**config.mk**
```make
export PLATFORM = sky130hd
export DESIGN_NAME = tl_ul_sram_slave_flat
export DESIGN_NICKNAME = d
export VERILOG_FILES = /design/src/rtl/tl_ul_sram_slave_if.sv /design/src/rtl/tl_ul_sram_slave.sv /design/src/flat_wrapper.sv
export SDC_FILE = /design/constraint.sdc
export NUM_CORES = 1
export LEC_CHECK = 0
export BUFFER_PORTS_ARGS = -buffer_cell sky130_fd_sc_hd__buf_4
export CAP_MARGIN = 5
export CORE_MARGIN = 2
export CORE_UTILIZATION = 42
export CTS_CLUSTER_SIZE = 28
export DETAILED_ROUTE_END_ITERATION = 10
export PLACE_DENSITY = 0.8
export SYNTH_ARGS = -nofsm -noshare
export SYNTH_HDL_FRONTEND = slang
export SYNTH_SLANG_ARGS = --single-unit
export TNS_END_PERCENT = 50
```
**constraint.sdc**
```tcl
create_clock -name clock -period 4 [get_ports clock]
set_clock_uncertainty 0.1 [all_clocks]
set_input_delay 0.6 -clock clock [delete_from_list [all_inputs] [get_ports clock]]
set_output_delay 0.6 -clock clock [all_outputs]
set_load 0.02 [all_outputs]
```
**src/rtl/tl_ul_sram_slave_if.sv**
```systemverilog
// TileLink-UL A/D channel bundle for the 32-bit SRAM slave port.
//   A channel: a_valid/a_ready handshake, a_opcode, a_size, a_source,
//              a_address, a_mask, a_data
//   D channel: d_valid/d_ready handshake, d_opcode, d_size, d_source,
//              d_denied, d_data
// master drives A and d_ready; slave drives a_ready and the D payload.
interface tl_ul_sram_slave_if #(
  parameter int unsigned SRC_BITS = 4
) ();
  logic                a_valid;
  logic                a_ready;
  logic [2:0]          a_opcode;
  logic [2:0]          a_size;
  logic [SRC_BITS-1:0] a_source;
  logic [31:0]         a_address;
  logic [3:0]          a_mask;
  logic [31:0]         a_data;

  logic                d_valid;
  logic                d_ready;
  logic [2:0]          d_opcode;
  logic [2:0]          d_size;
  logic [SRC_BITS-1:0] d_source;
  logic                d_denied;
  logic [31:0]         d_data;

  modport master (
    output a_valid, a_opcode, a_size, a_source, a_address, a_mask, a_data,
    input  a_ready,
    input  d_valid, d_opcode, d_size, d_source, d_denied, d_data,
    output d_ready
  );

  modport slave (
    input  a_valid, a_opcode, a_size, a_source, a_address, a_mask, a_data,
    output a_ready,
    output d_valid, d_opcode, d_size, d_source, d_denied, d_data,
    input  d_ready
  );
endinterface

```
**src/rtl/tl_ul_sram_slave.sv**
```systemverilog
// TileLink-UL slave terminating a 32-bit port onto a synchronous SRAM with
// one cycle of read latency. Get/PutFullData/PutPartialData become single
// SRAM accesses; illegal requests are answered denied without touching SRAM.
// Responses flow through a RSP_DEPTH-entry FIFO presented on the D channel.
// Ports:
//   clock, reset_n  rising-edge clock, synchronous active-low reset
//   tl              A/D channel bundle (slave modport)
//   mem_en/mem_we   SRAM access strobe / write select
//   mem_addr        SRAM word address (ADDR_BITS-2 bits)
//   mem_wmask       byte write enables
//   mem_wdata       write data
//   mem_rdata       read data, valid the cycle after a read strobe
module tl_ul_sram_slave #(
  parameter logic [31:0] ADDR_BASE = 32'h0800_0000,
  parameter int unsigned ADDR_BITS = 14,
  parameter int unsigned SRC_BITS  = 4,
  parameter int unsigned RSP_DEPTH = 2
) (
  input  logic                 clock,
  input  logic                 reset_n,
  tl_ul_sram_slave_if.slave    tl,
  output logic                 mem_en,
  output logic                 mem_we,
  output logic [ADDR_BITS-3:0] mem_addr,
  output logic [3:0]           mem_wmask,
  output logic [31:0]          mem_wdata,
  input  logic [31:0]          mem_rdata
);

  localparam int unsigned PTR_W = (RSP_DEPTH > 1) ? $clog2(RSP_DEPTH) : 1;
  localparam int unsigned OCC_W = $clog2(RSP_DEPTH + 1);

  typedef enum logic [2:0] {
    OP_PUT_FULL    = 3'd0,
    OP_PUT_PARTIAL = 3'd1,
    OP_GET         = 3'd4
  } a_op_e;

  typedef enum logic [2:0] {
    D_ACCESS_ACK      = 3'd0,
    D_ACCESS_ACK_DATA = 3'd1
  } d_op_e;

  typedef struct packed {
    logic [2:0]          opcode;
    logic [2:0]          size;
    logic [SRC_BITS-1:0] source;
    logic                denied;
    logic [31:0]         data;
  } rsp_t;

  // Stage 0 decode
  logic        is_get, is_put, size_ok, align_ok, range_ok, legal, fire;
  logic [31:0] offset;
  logic        a_ready_i, d_valid_i, deq;
  logic [OCC_W:0] pending;

  // Stage 1 and response queue
  logic                s1_valid, s1_is_get, s1_denied;
  logic [2:0]          s1_size;
  logic [SRC_BITS-1:0] s1_source;
  rsp_t                enq_entry, head;
  rsp_t                rsp_q [RSP_DEPTH];
  logic [PTR_W-1:0]    wr_ptr, rd_ptr;
  logic [OCC_W-1:0]    occ;

  function automatic logic [PTR_W-1:0] ptr_inc(input logic [PTR_W-1:0] p);
    return (p == PTR_W'(RSP_DEPTH - 1)) ? '0 : p + PTR_W'(1);
  endfunction

  always_comb begin
    is_get   = (tl.a_opcode == OP_GET);
    is_put   = (tl.a_opcode == OP_PUT_FULL) || (tl.a_opcode == OP_PUT_PARTIAL);
    size_ok  = (tl.a_size <= 3'd2);
    align_ok = 1'b1;
    case (tl.a_size)
      3'd1:    align_ok = ~tl.a_address[0];
      3'd2:    align_ok = (tl.a_address[1:0] == 2'b00);
      default: align_ok = 1'b1;
    endcase
    offset   = tl.a_address - ADDR_BASE;
    // 33-bit compare so a region ending at the top of the address map works
    range_ok = (tl.a_address >= ADDR_BASE) && ({1'b0, offset} < (33'd1 << ADDR_BITS));
    legal    = (is_get | is_put) & size_ok & align_ok & range_ok;
  end

  // Credit: count the response already in stage 1 so its enqueue always fits,
  // while a same-cycle dequeue frees a slot even when the queue is full.
  always_comb begin
    d_valid_i = reset_n & (occ != '0);
    deq       = d_valid_i & tl.d_ready;
    pending   = {1'b0, occ} + (OCC_W+1)'(s1_valid) - (OCC_W+1)'(deq);
    a_ready_i = reset_n & (pending < (OCC_W+1)'(RSP_DEPTH));
    fire      = tl.a_valid & a_ready_i;
    tl.a_ready = a_ready_i;
  end

  always_comb begin
    mem_en    = fire & legal;
    mem_we    = ~is_get;
    mem_addr  = (ADDR_BITS-2)'(offset >> 2);
    mem_wmask = is_get ? '0 : tl.a_mask;
    mem_wdata = tl.a_data;
  end

  always_ff @(posedge clock) begin
    if (fire) begin
      s1_is_get <= is_get;
      s1_denied <= ~legal;
      s1_size   <= tl.a_size;
      s1_source <= tl.a_source;
    end
  end

  always_comb begin
    enq_entry.opcode = s1_is_get ? D_ACCESS_ACK_DATA : D_ACCESS_ACK;
    enq_entry.size   = s1_size;
    enq_entry.source = s1_source;
    enq_entry.denied = s1_denied;
    enq_entry.data   = (s1_is_get & ~s1_denied) ? mem_rdata : '0;
  end

  always_ff @(posedge clock) begin
    if (s1_valid) rsp_q[wr_ptr] <= enq_entry;
  end

  always_ff @(posedge clock) begin
    if (!reset_n) begin
      s1_valid <= 1'b0;
      occ      <= '0;
      wr_ptr   <= '0;
      rd_ptr   <= '0;
    end else begin
      s1_valid <= fire;
      if (s1_valid) wr_ptr <= ptr_inc(wr_ptr);
      if (deq)      rd_ptr <= ptr_inc(rd_ptr);
      occ <= occ + OCC_W'(s1_valid) - OCC_W'(deq);
    end
  end

  always_comb begin
    head        = rsp_q[rd_ptr];
    tl.d_valid  = d_valid_i;
    tl.d_opcode = d_valid_i ? head.opcode : '0;
    tl.d_size   = d_valid_i ? head.size   : '0;
    tl.d_source = d_valid_i ? head.source : '0;
    tl.d_denied = d_valid_i ? head.denied : 1'b0;
    tl.d_data   = d_valid_i ? head.data   : '0;
  end

endmodule

```
**src/flat_wrapper.sv**
```systemverilog
// flat-port wrapper written by rule: the top's interface ports become plain ports
module tl_ul_sram_slave_flat 
#(
  parameter logic [31:0] ADDR_BASE = 32'h0800_0000,
  parameter int unsigned ADDR_BITS = 14,
  parameter int unsigned SRC_BITS  = 4,
  parameter int unsigned RSP_DEPTH = 2
)
  (clock, reset_n, mem_en, mem_we, mem_addr, mem_wmask, mem_wdata, mem_rdata, tl_a_valid, tl_a_opcode, tl_a_size, tl_a_source, tl_a_address, tl_a_mask, tl_a_data, tl_a_ready, tl_d_valid, tl_d_opcode, tl_d_size, tl_d_source, tl_d_denied, tl_d_data, tl_d_ready);
  tl_ul_sram_slave_if #(.SRC_BITS(SRC_BITS)) tl_i ();
  input  logic clock;
  input  logic reset_n;
  output logic mem_en;
  output logic mem_we;
  output logic [ADDR_BITS-3:0] mem_addr;
  output logic [3:0] mem_wmask;
  output logic [31:0] mem_wdata;
  input  logic [31:0] mem_rdata;
  input wire logic [$bits(tl_i.a_valid)-1:0] tl_a_valid;
  input wire logic [$bits(tl_i.a_opcode)-1:0] tl_a_opcode;
  input wire logic [$bits(tl_i.a_size)-1:0] tl_a_size;
  input wire logic [$bits(tl_i.a_source)-1:0] tl_a_source;
  input wire logic [$bits(tl_i.a_address)-1:0] tl_a_address;
  input wire logic [$bits(tl_i.a_mask)-1:0] tl_a_mask;
  input wire logic [$bits(tl_i.a_data)-1:0] tl_a_data;
  output wire logic [$bits(tl_i.a_ready)-1:0] tl_a_ready;
  output wire logic [$bits(tl_i.d_valid)-1:0] tl_d_valid;
  output wire logic [$bits(tl_i.d_opcode)-1:0] tl_d_opcode;
  output wire logic [$bits(tl_i.d_size)-1:0] tl_d_size;
  output wire logic [$bits(tl_i.d_source)-1:0] tl_d_source;
  output wire logic [$bits(tl_i.d_denied)-1:0] tl_d_denied;
  output wire logic [$bits(tl_i.d_data)-1:0] tl_d_data;
  input wire logic [$bits(tl_i.d_ready)-1:0] tl_d_ready;
  assign tl_i.a_valid = tl_a_valid;
  assign tl_i.a_opcode = tl_a_opcode;
  assign tl_i.a_size = tl_a_size;
  assign tl_i.a_source = tl_a_source;
  assign tl_i.a_address = tl_a_address;
  assign tl_i.a_mask = tl_a_mask;
  assign tl_i.a_data = tl_a_data;
  assign tl_a_ready = tl_i.a_ready;
  assign tl_d_valid = tl_i.d_valid;
  assign tl_d_opcode = tl_i.d_opcode;
  assign tl_d_size = tl_i.d_size;
  assign tl_d_source = tl_i.d_source;
  assign tl_d_denied = tl_i.d_denied;
  assign tl_d_data = tl_i.d_data;
  assign tl_i.d_ready = tl_d_ready;
  tl_ul_sram_slave #(.ADDR_BASE(ADDR_BASE), .ADDR_BITS(ADDR_BITS), .SRC_BITS(SRC_BITS), .RSP_DEPTH(RSP_DEPTH)) u_core (.clock(clock), .reset_n(reset_n), .tl(tl_i), .mem_en(mem_en), .mem_we(mem_we), .mem_addr(mem_addr), .mem_wmask(mem_wmask), .mem_wdata(mem_wdata), .mem_rdata(mem_rdata));
endmodule
```
Word level (Yosys, flattened, before mapping)
Memories as Yosys holds them, arrays and structs flattened. A register that Yosys moved wholly into a read port is not among the register bits.
Cells that the tools add are included.
{"block": "classes", "addsub": 7, "n_lt_le_gt_ge": 4, "eq_ne": 4, "mux": 15, "bitwise_logic": 14, "reduce_logical": 5}
{"cell": "2-to-1 mux 32 bit", "n": 2}
{"cell": ">= comparator 32 x 28 -> 1 bit, second input constant", "n": 1}
{"cell": "< comparator 32 x 15 -> 1 bit, second input constant", "n": 1}
{"cell": "subtractor 32 x 28 -> 32 bit, second input constant", "n": 1}
{"cell": "bitwise AND 1 bit", "n": 9}
{"cell": "2-to-1 mux 1 bit", "n": 8}
{"cell": "2-to-1 mux 4 bit", "n": 2}
{"cell": "== test 3 x 1 -> 1 bit, second input constant", "n": 2}
{"cell": "2-to-1 mux 3 bit", "n": 2}
{"cell": "NOT 1 bit", "n": 4}
{"cell": "adder 2 x 1 -> 3 bit", "n": 1}
{"cell": "== test 3 x 2 -> 1 bit, second input constant", "n": 1}
{"cell": "== test 3 bit, second input constant", "n": 1}
{"cell": "less-or-equal comparator 3 x 2 -> 1 bit, second input constant", "n": 1}
{"cell": "zero test 3 bit", "n": 1}
{"cell": "< comparator 3 x 2 -> 1 bit, second input constant", "n": 1}
{"cell": "subtractor 3 x 1 -> 3 bit", "n": 1}
{"cell": "adder 1 bit, second input constant", "n": 2}
{"cell": "adder 2 x 1 -> 2 bit", "n": 1}
{"cell": "zero test 2 bit", "n": 1}
{"cell": "one-hot mux 1 bit (2 select lines)", "n": 1}
{"cell": "nonzero test 2 bit", "n": 1}
{"cell": "subtractor 2 x 1 -> 2 bit", "n": 1}
{"cell": "logical AND 1 bit", "n": 1}
{"cell": "other kinds (2)", "n": 2}
{"block": "word_totals", "ff_bits": 14, "ram_bits": 82, "output_inout_bits": 95, "n_memories": 1}
{"memory": "u_core.rsp_q", "words": 2, "word_bits": 41, "rd": 1, "rd_ports_with_merged_regs": 1, "wr": 1, "line": "tl_ul_sram_slave.sv:63", "rtl": "rsp_t rsp_q [RSP_DEPTH];"}

Depth between registers and ports, before layout
Gate-level depths: netlist of run 1.
{"block": "logic_depth", "word_depth": 8, "ltp_mapped": 10, "mapped_depth_nobuf": 9}

Worst setup path before layout of run 1
Ideal clock, no wire load.
{"block": "synth_timing", "kind": "input to output", "from": "input reset_n", "to": "output mem_en", "t_arrival_ns": 3.470, "t_required_ns": 3.300, "setup_slack_ns": -0.170, "stages": 10, "cell_sequence": "clkbuf_1 > o211ai_1 > inv_1 > ha_1 > inv_1 > ha_1 > fa_1 > xnor2_1 > nor4bb_1 > and4_1"}
{"block": "synth_between", "elab_chain_len": 7}
{"element": "start, declared", "line": "flat_wrapper.sv:12", "rtl": "input logic reset_n;"}
{"element": "bitwise AND 1 bit", "line": "tl_ul_sram_slave.sv:90", "rtl": "d_valid_i = reset_n & (occ != '0);"}
{"element": "bitwise AND 1 bit", "line": "tl_ul_sram_slave.sv:91", "rtl": "deq = d_valid_i & tl.d_ready;"}
{"element": "net u_core.deq", "line": "tl_ul_sram_slave.sv:55", "rtl": "logic a_ready_i, d_valid_i, deq;"}
{"element": "subtractor 3 x 1 -> 3 bit", "line": "tl_ul_sram_slave.sv:92", "rtl": "pending = {1'b0, occ} + (OCC_W+1)'(s1_valid) - (OCC_W+1)'(deq);"}
{"element": "< comparator 3 x 2 -> 1 bit", "line": "tl_ul_sram_slave.sv:93", "rtl": "a_ready_i = reset_n & (pending < (OCC_W+1)'(RSP_DEPTH));"}
{"element": "bitwise AND 1 bit", "line": "tl_ul_sram_slave.sv:93"}
{"element": "bitwise AND 1 bit", "line": "tl_ul_sram_slave.sv:94", "rtl": "fire = tl.a_valid & a_ready_i;"}
{"element": "net u_core.fire", "line": "tl_ul_sram_slave.sv:53", "rtl": "logic is_get, is_put, size_ok, align_ok, range_ok, legal, fire;"}
{"element": "bitwise AND 1 bit", "line": "tl_ul_sram_slave.sv:99", "rtl": "mem_en = fire & legal;"}
{"element": "end, declared", "line": "flat_wrapper.sv:13", "rtl": "output logic mem_en;"}
The timed path passes the listed nets, and every way through them passes these cells.

Worst setup path after layout of run 1
{"block": "layout_timing", "from": "register u_core.occ[1]", "to": "output mem_en"}
{"block": "layout_between", "elab_chain_len": 8}
{"element": "start, declared", "line": "tl_ul_sram_slave.sv:65", "rtl": "logic [OCC_W-1:0] occ;"}
{"element": "start signal, assigned", "line": "tl_ul_sram_slave.sv:137", "rtl": "occ <= occ + OCC_W'(s1_valid) - OCC_W'(deq);"}
{"element": "nonzero test 2 bit", "line": "tl_ul_sram_slave.sv:90"}
{"element": "bitwise AND 1 bit", "line": "tl_ul_sram_slave.sv:90"}
{"element": "bitwise AND 1 bit", "line": "tl_ul_sram_slave.sv:91"}
{"element": "net u_core.deq", "line": "tl_ul_sram_slave.sv:55"}
{"element": "subtractor 3 x 1 -> 3 bit", "line": "tl_ul_sram_slave.sv:92"}
{"element": "< comparator 3 x 2 -> 1 bit", "line": "tl_ul_sram_slave.sv:93"}
{"element": "bitwise AND 1 bit", "line": "tl_ul_sram_slave.sv:93"}
{"element": "bitwise AND 1 bit", "line": "tl_ul_sram_slave.sv:94"}
{"element": "net u_core.fire", "line": "tl_ul_sram_slave.sv:53"}
{"element": "bitwise AND 1 bit", "line": "tl_ul_sram_slave.sv:99"}
The timed path passes the listed nets, and every way through them passes these cells.

==> results of run 1 <==
[state kept, by name (all words and copies together) (netlist names), named ones only]
name and flops:
u_core.occ 2, u_core.rd_ptr 1, u_core.rsp_q 82, u_core.s1_denied 1
u_core.s1_is_get 1, u_core.s1_size 3, u_core.s1_source 4, u_core.s1_valid 1
u_core.wr_ptr 1
[stage by stage]
step | util [%] | cell area [um2] | setup WS (ps) | hold WS, ps | power [mW]
final | 51.6 | 5260 | 441 | 323 | 2.69
after global routing | 51.6 | 5260 | 277 | 288 | 2.83
after CTS | 51.4 | 5230 | 386 | 301 | 2.71
after detailed placement | 49.8 | 5070 | 535 | 332 | 2.17
after global placement | 49.8 | 5070 | 624 | 323 | 2.14
after floorplan | - | 4370 | 189 | 321 | 1.90
[power groups by stage]
stage / registers [mW] / logic [mW] / clock network (mW)
CTS: 1.38 / 0.771 / 0.560
detailed placement: 1.40 / 0.770 / 0
floorplan: 1.36 / 0.540 / 0
finish: 1.37 / 0.778 / 0.540
global placement: 1.39 / 0.749 / 0
global route: 1.39 / 0.845 / 0.600
[placed cells by master (no fill, tap or decap), types with 2 or more instances in the layout]
cell type	n
ha_1	3
and4_1	2
buf_4	120
edfxtp_1	91
nor4_1	3
inv_1	9
nor2b_1	5
clkinv_1	2
nor2_1	41
xnor2_1	2
clkbuf_8	9
clkbuf_1	2
dfxtp_1	5
mux2i_1	41
o21a_1	2
clkinv_4	2
nor3b_1	2
conb_1	2
and2_1	36
[final cells by class]
cell class,count,share of cell area [%]
Tap cell,136,3.24
Multi-Input combinational cell,154,21.1
Clock inverter,5,0.618
Sequential cell,97,54.3
Timing Repair Buffer,121,17.6
Clock buffer,11,2.50
Inverter,9,0.642
[routing by layer]
layer,GRT usage (%),routed length [um],vias to the layer above
li1,-,-,1211
met1,16.3,3230,1210
met2,25.1,4270,87
met3,4.72,491,20
met4,6.39,141,0
met5,0,0,-
[worst max path at each step]
stage / from / to / slack, ps
2_1_floorplan: reset_n / mem_en / 190
3_3_place_gp: reset_n / mem_en / 620
3_5_place_dp: reset_n / mem_en / 530
4_1_cts: u_core.occ[1] / mem_en / 390
5_1_grt: u_core.occ[1] / mem_en / 280
6_report: u_core.occ[1] / mem_en / 440
[cells by family (layout without fill, tap and decap cells)]
kind of cell             after synthesis  in the layout  share of synthesized area (%)
buffers and inverters                 68            146                           9.92
AO/OA/AOI/OAI                          5              5                          0.774
AND/OR/NAND/NOR                       99             99                           12.5
other                                  1              2                         0.0860
XOR/XNOR                               3              3                          0.602
multiplexers                          41             41                           9.41
adder cells (fa/ha/maj)                4              4                           1.32
flip-flops                            97             97                           65.4
==> reports/qor.txt, run 1 <==
Die outline height = 106 um
Via count of the first global-routing pass = 2,609
Area grow syn2layout = 20.6%
Row cnt = 37
Leakage Power = 1.99 nW
Final Hold Viols = 0
Mean Syn Cell Area = 13.7 um2
Top_reg_cell synth = edfxtp_1
Combinational power share = 28.9%
Max Fclk = 281 MHz
First-pass GRT wire length = 12,400 um
Crit Path Max Fanout = 4
Clock buffer count from CTS = 9
Synthesis warning total = 0
R2R setup slack = 1240 ps
CP Capture Type = output port
Largest net degree at the start of global routing = 43
DRT Wirelength = 8130 um
Clock root cell = clkbuf_8
Worst hold path depth = 1
CP max stage delay = 380 ps
Worst r2r src = u_core.occ[1]
Antenna Nets Post-Route = 0
Count of distinct cell types in the synthesized netlist = 28
Placed cell count = 516
Slowest stage cell on the critical path = fa_1
Clock share of power = 20.1%
Slew Viols, Final = 0
Outcome = completed
Worst vdd ir = 0.374 mV
Hold Path Origin = tl_a_source[0]
EDFF count, synth = 91
Share of the synthesized area in the top cell type = 62.6%
Finished Layout Cells = 533
Post-synthesis sequential area ratio = 65.4%
1st-pass router iterations = 4
H-tree depth = 3
# fillers = 885
Switch Pwr = 837 uW
PortBufs = 118
Post-CTS setup buffers = 0
Clock buffer depth = 2
Antenna violations before repair = 0
GR Util All Layers = 14.5%
Pint = 1.85 mW
Yosys reg bits = 97
Vias per cell = 4.74
Most frequent cell after synthesis = edfxtp_1
Reg area = 2850 um2
PD cells = 511 nW/um2
Critical Path Source Type = flip-flop
Starting DRT DRC Count = 133
Post-layout min period = 3560 ps
Clk_lat worst skew = 350 ps
Clk slew on worst S/H paths = 90 ps
Crit Path Class = flip-flop to output port
Multi-input gate area = 1110 um2
Buffers plus inverters on the worst setup path = 3
Post-route DRC = 0
Period Utilization, post-route = 89.0%
Initial core utilization = 42.8%
WP data arrival = 2860 ps
GRT overflow = 0
Resized Gates After CTS = 0
Core Area = 10,200 um2
Synth top cells by count = 91 x edfxtp_1, 46 x buf_4, 42 x nor2_1
Synthesized area = 4360 um2
Slew headroom = 24.8%
Hold buffer count at CTS = 0
Synth area leaders = edfxtp_1 63%, mux2i_1 9.4%, buf_4 7.9%, and2_1 5.3%, nor2_1 3.6%
DIE AREA = 11,200 um2
Net Sw Frac = 31.1%
Nets = 510
Share of post-route cells with drive strength above 1 = 35.5%
N_diodes = 0
Wirelength per Cell = 15.2 um
Final Wtd Congestion = 0.685
CP top delay family = adder cells
Least-Margin Pin Slew = 1120 ps
Asr flop ratio synth = 0%
Post-Syn Instances = 318
Seq pwr share = 51.0%
Worst path depth = 10
Hold crit path type = primary input to flip-flop
Crit-path cells = o211ai_1, inv_1, ha_1, inv_1, ha_1, fa_1, xnor2_1, nor4bb_2, and4_1, buf_4
DIE WIDTH = 106 um
I/O pin cnt = 209
TritonCTS Sinks = 97
Routed via count = 2,528
Reg2Reg Capture Point = u_core.s1_source[1]
CP required = 3300 ps
RSZ-0062 raised after global routing = no
Hpwl dp = 5480 um
Worst r2r path cells = 9
Largest area contributor in the netlist = edfxtp_1
End of the worst hold path = u_core.s1_source[0]
Final setup viols = 0
# Max-Cap Violations = 0
Setup_tns = 0 ps
CTS tree = done
No activity file was read; power rests on OpenSTA's default activity.
==> run 2, diff against run 1 <==
==> constraint.sdc (replaced) <==
create_clock -name clock -period 4 [get_ports clock]
set_clock_uncertainty 0.1 [all_clocks]
set_input_delay 0 -clock clock [delete_from_list [all_inputs] [get_ports clock]]
set_output_delay 0 -clock clock [all_outputs]
set_load 0.02 [all_outputs]
==> reports/qor.txt, run 2 (synthesized netlist as in run 1, its figures left out) <==
Worst hold path depth = 4
Final Wtd Congestion = 0.691
Largest net degree at the start of global routing = 43
DRT Wirelength = 9250 um
Crit-path cells = o211ai_1, inv_1, ha_1, inv_1, ha_1, fa_1, xnor2_1, nor4bb_2, buf_4, and4_1, buf_4
CP Capture Type = output port
End of the worst hold path = u_core.rd_ptr
Period Utilization, post-route = 76.6%
Area grow syn2layout = 41.7%
Core Area = 10,200 um2
Largest registers = u_core.rsp_q x82, u_core.s1_source x4, u_core.s1_size x3
Design area = 6180 um2
Final Hold Viols = 0
Buffers plus inverters on the worst setup path = 4
Hpwl dp = 5660 um
Post-layout min period = 3060 ps
Nets = 601
Outcome = completed
Final setup viols = 0
GRT overflow = 0
Clk slew on worst S/H paths = 90 ps
TritonCTS Sinks = 97
DIE WIDTH = 106 um
Commonest non-fill, non-tap cell in the layout = buf_4
Via count of the first global-routing pass = 3,006
Post-CTS setup buffers = 0
DIE AREA = 11,200 um2
Die outline height = 106 um
Max Fclk = 326 MHz
Starting DRT DRC Count = 92
R2R setup slack = 1230 ps
Finished Layout Cells = 624
CTS tree = done
Setup_tns = 0 ps
First-pass GRT wire length = 14,300 um
Tot Pwr = 2.87 mW
PD cells = 464 nW/um2
Post-route DRC = 0
Slowest stage cell on the critical path = dfxtp_1
# Max-Cap Violations = 0
Hold Path Origin = tl_d_ready
Hold crit path type = primary input to flip-flop
Resized Gates After CTS = 0
Placed cell count = 517
Worst r2r src = u_core.occ[1]
GR Util All Layers = 16.6%
Initial core utilization = 42.8%
Clock buffer depth = 2
Clock buffer count from CTS = 9
CP top delay family = adder cells
H-tree depth = 3
WP data arrival = 2960 ps
Leakage Power = 2.39 nW
Wirelength per Cell = 14.8 um
Worst r2r path cells = 9
Slew headroom = 25.4%
Slew Viols, Final = 0
CP required = 3900 ps
Vias per cell = 4.67
Share of post-route cells with drive strength above 1 = 29.5%
Clock root cell = clkbuf_8
Most flops, register = u_core.rsp_q
Routed via count = 2,912
Least-Margin Pin Slew = 1110 ps
Crit Path Max Fanout = 10
Largest register FFs = 82
Reg2Reg Capture Point = u_core.s1_valid
Placed inst area = 5080 um2
Commonest non-fill, non-tap cells in the layout = 121 x buf_4, 91 x dlygate4sd3_1, 91 x edfxtp_1
RSZ-0062 raised after global routing = no
Row cnt = 37
PortBufs = 118
Antenna Nets Post-Route = 0
Clk_lat worst skew = 360 ps
Critical Path Source Type = flip-flop
1st-pass router iterations = 5
Crit Path Class = flip-flop to output port
CP max stage delay = 380 ps
Worst vdd ir = 0.382 mV
N_diodes = 0
Antenna violations before repair = 0
I/O pin cnt = 209
run 2: cell types whose count changed in the layout (fill, tap and decap cells not counted), sizes merged:
cell	change
clkbuf	-2
inv	+1
clkinv	+1
clkinvlp	-1
dlygate4sd3	+91
bufinv	+1
run 2: timing repair:
item / CTS / global route
endpoints found under the hold margin: 123 / 0
setup endpoints to repair: 0 / 0
hold buffers: 91 / 0
run 2: layout make-up:
type	count	area [um2]
tap	136	170
clock buffer	9	124
clock inverter	7	70.1
timing repair buffer	212	1820
sequential	97	2850
inverter	9	33.8
fill	783	4000
multi-input combinational	154	1110
run 2: report_power, final:
group | switching (mW) | internal [mW] | leakage [nW]
clock network | 0.335 | 0.289 | 0.101
registers | 0.0748 | 1.30 | 0.893
logic | 0.495 | 0.377 | 1.40
run 2: layer usage:
layer	track usage, %	share of wire [%]	vias up
met4	5.92	1.1	0
met3	3.99	5.0	10
met5	0	0	-
met1	18.2	38	1413
met2	31.0	56	103
li1	-	-	1386
run 2: how the worst max path moves through the flow:
stage	from	to	slack (ps)	cells past startpoint
6_report	u_core.occ[1]	mem_en	940	11
5_1_grt	u_core.occ[1]	mem_en	730	11
4_1_cts	u_core.occ[1]	mem_en	900	11
3_5_place_dp	u_core.occ[1]	mem_en	1320	11
3_3_place_gp	u_core.occ[1]	mem_en	1400	11
2_1_floorplan	u_core.occ[1]	mem_en	750	9
run 2: through the flow:
stage / utilization (%) / setup WS [ps] / hold slack [ps]
after global routing: 60.7 / 726 / 64.7
after CTS: 60.7 / 900 / 26.5
final: 60.7 / 935 / 47.2
after detailed placement: 49.8 / 1320 / -99.9
after global placement: 49.8 / 1400 / -99.9
after floorplan: - / 752 / -1.13
run 2: worst reg2reg max path: stages (launching register included):
cell and delay [ps]:
dfxtp_1 380, o211ai_1 260, inv_1 80, ha_1 270
inv_1 40, ha_1 190, fa_1 380, xnor2_1 180
nor4bb_1 260, dlygate4sd3_1 570
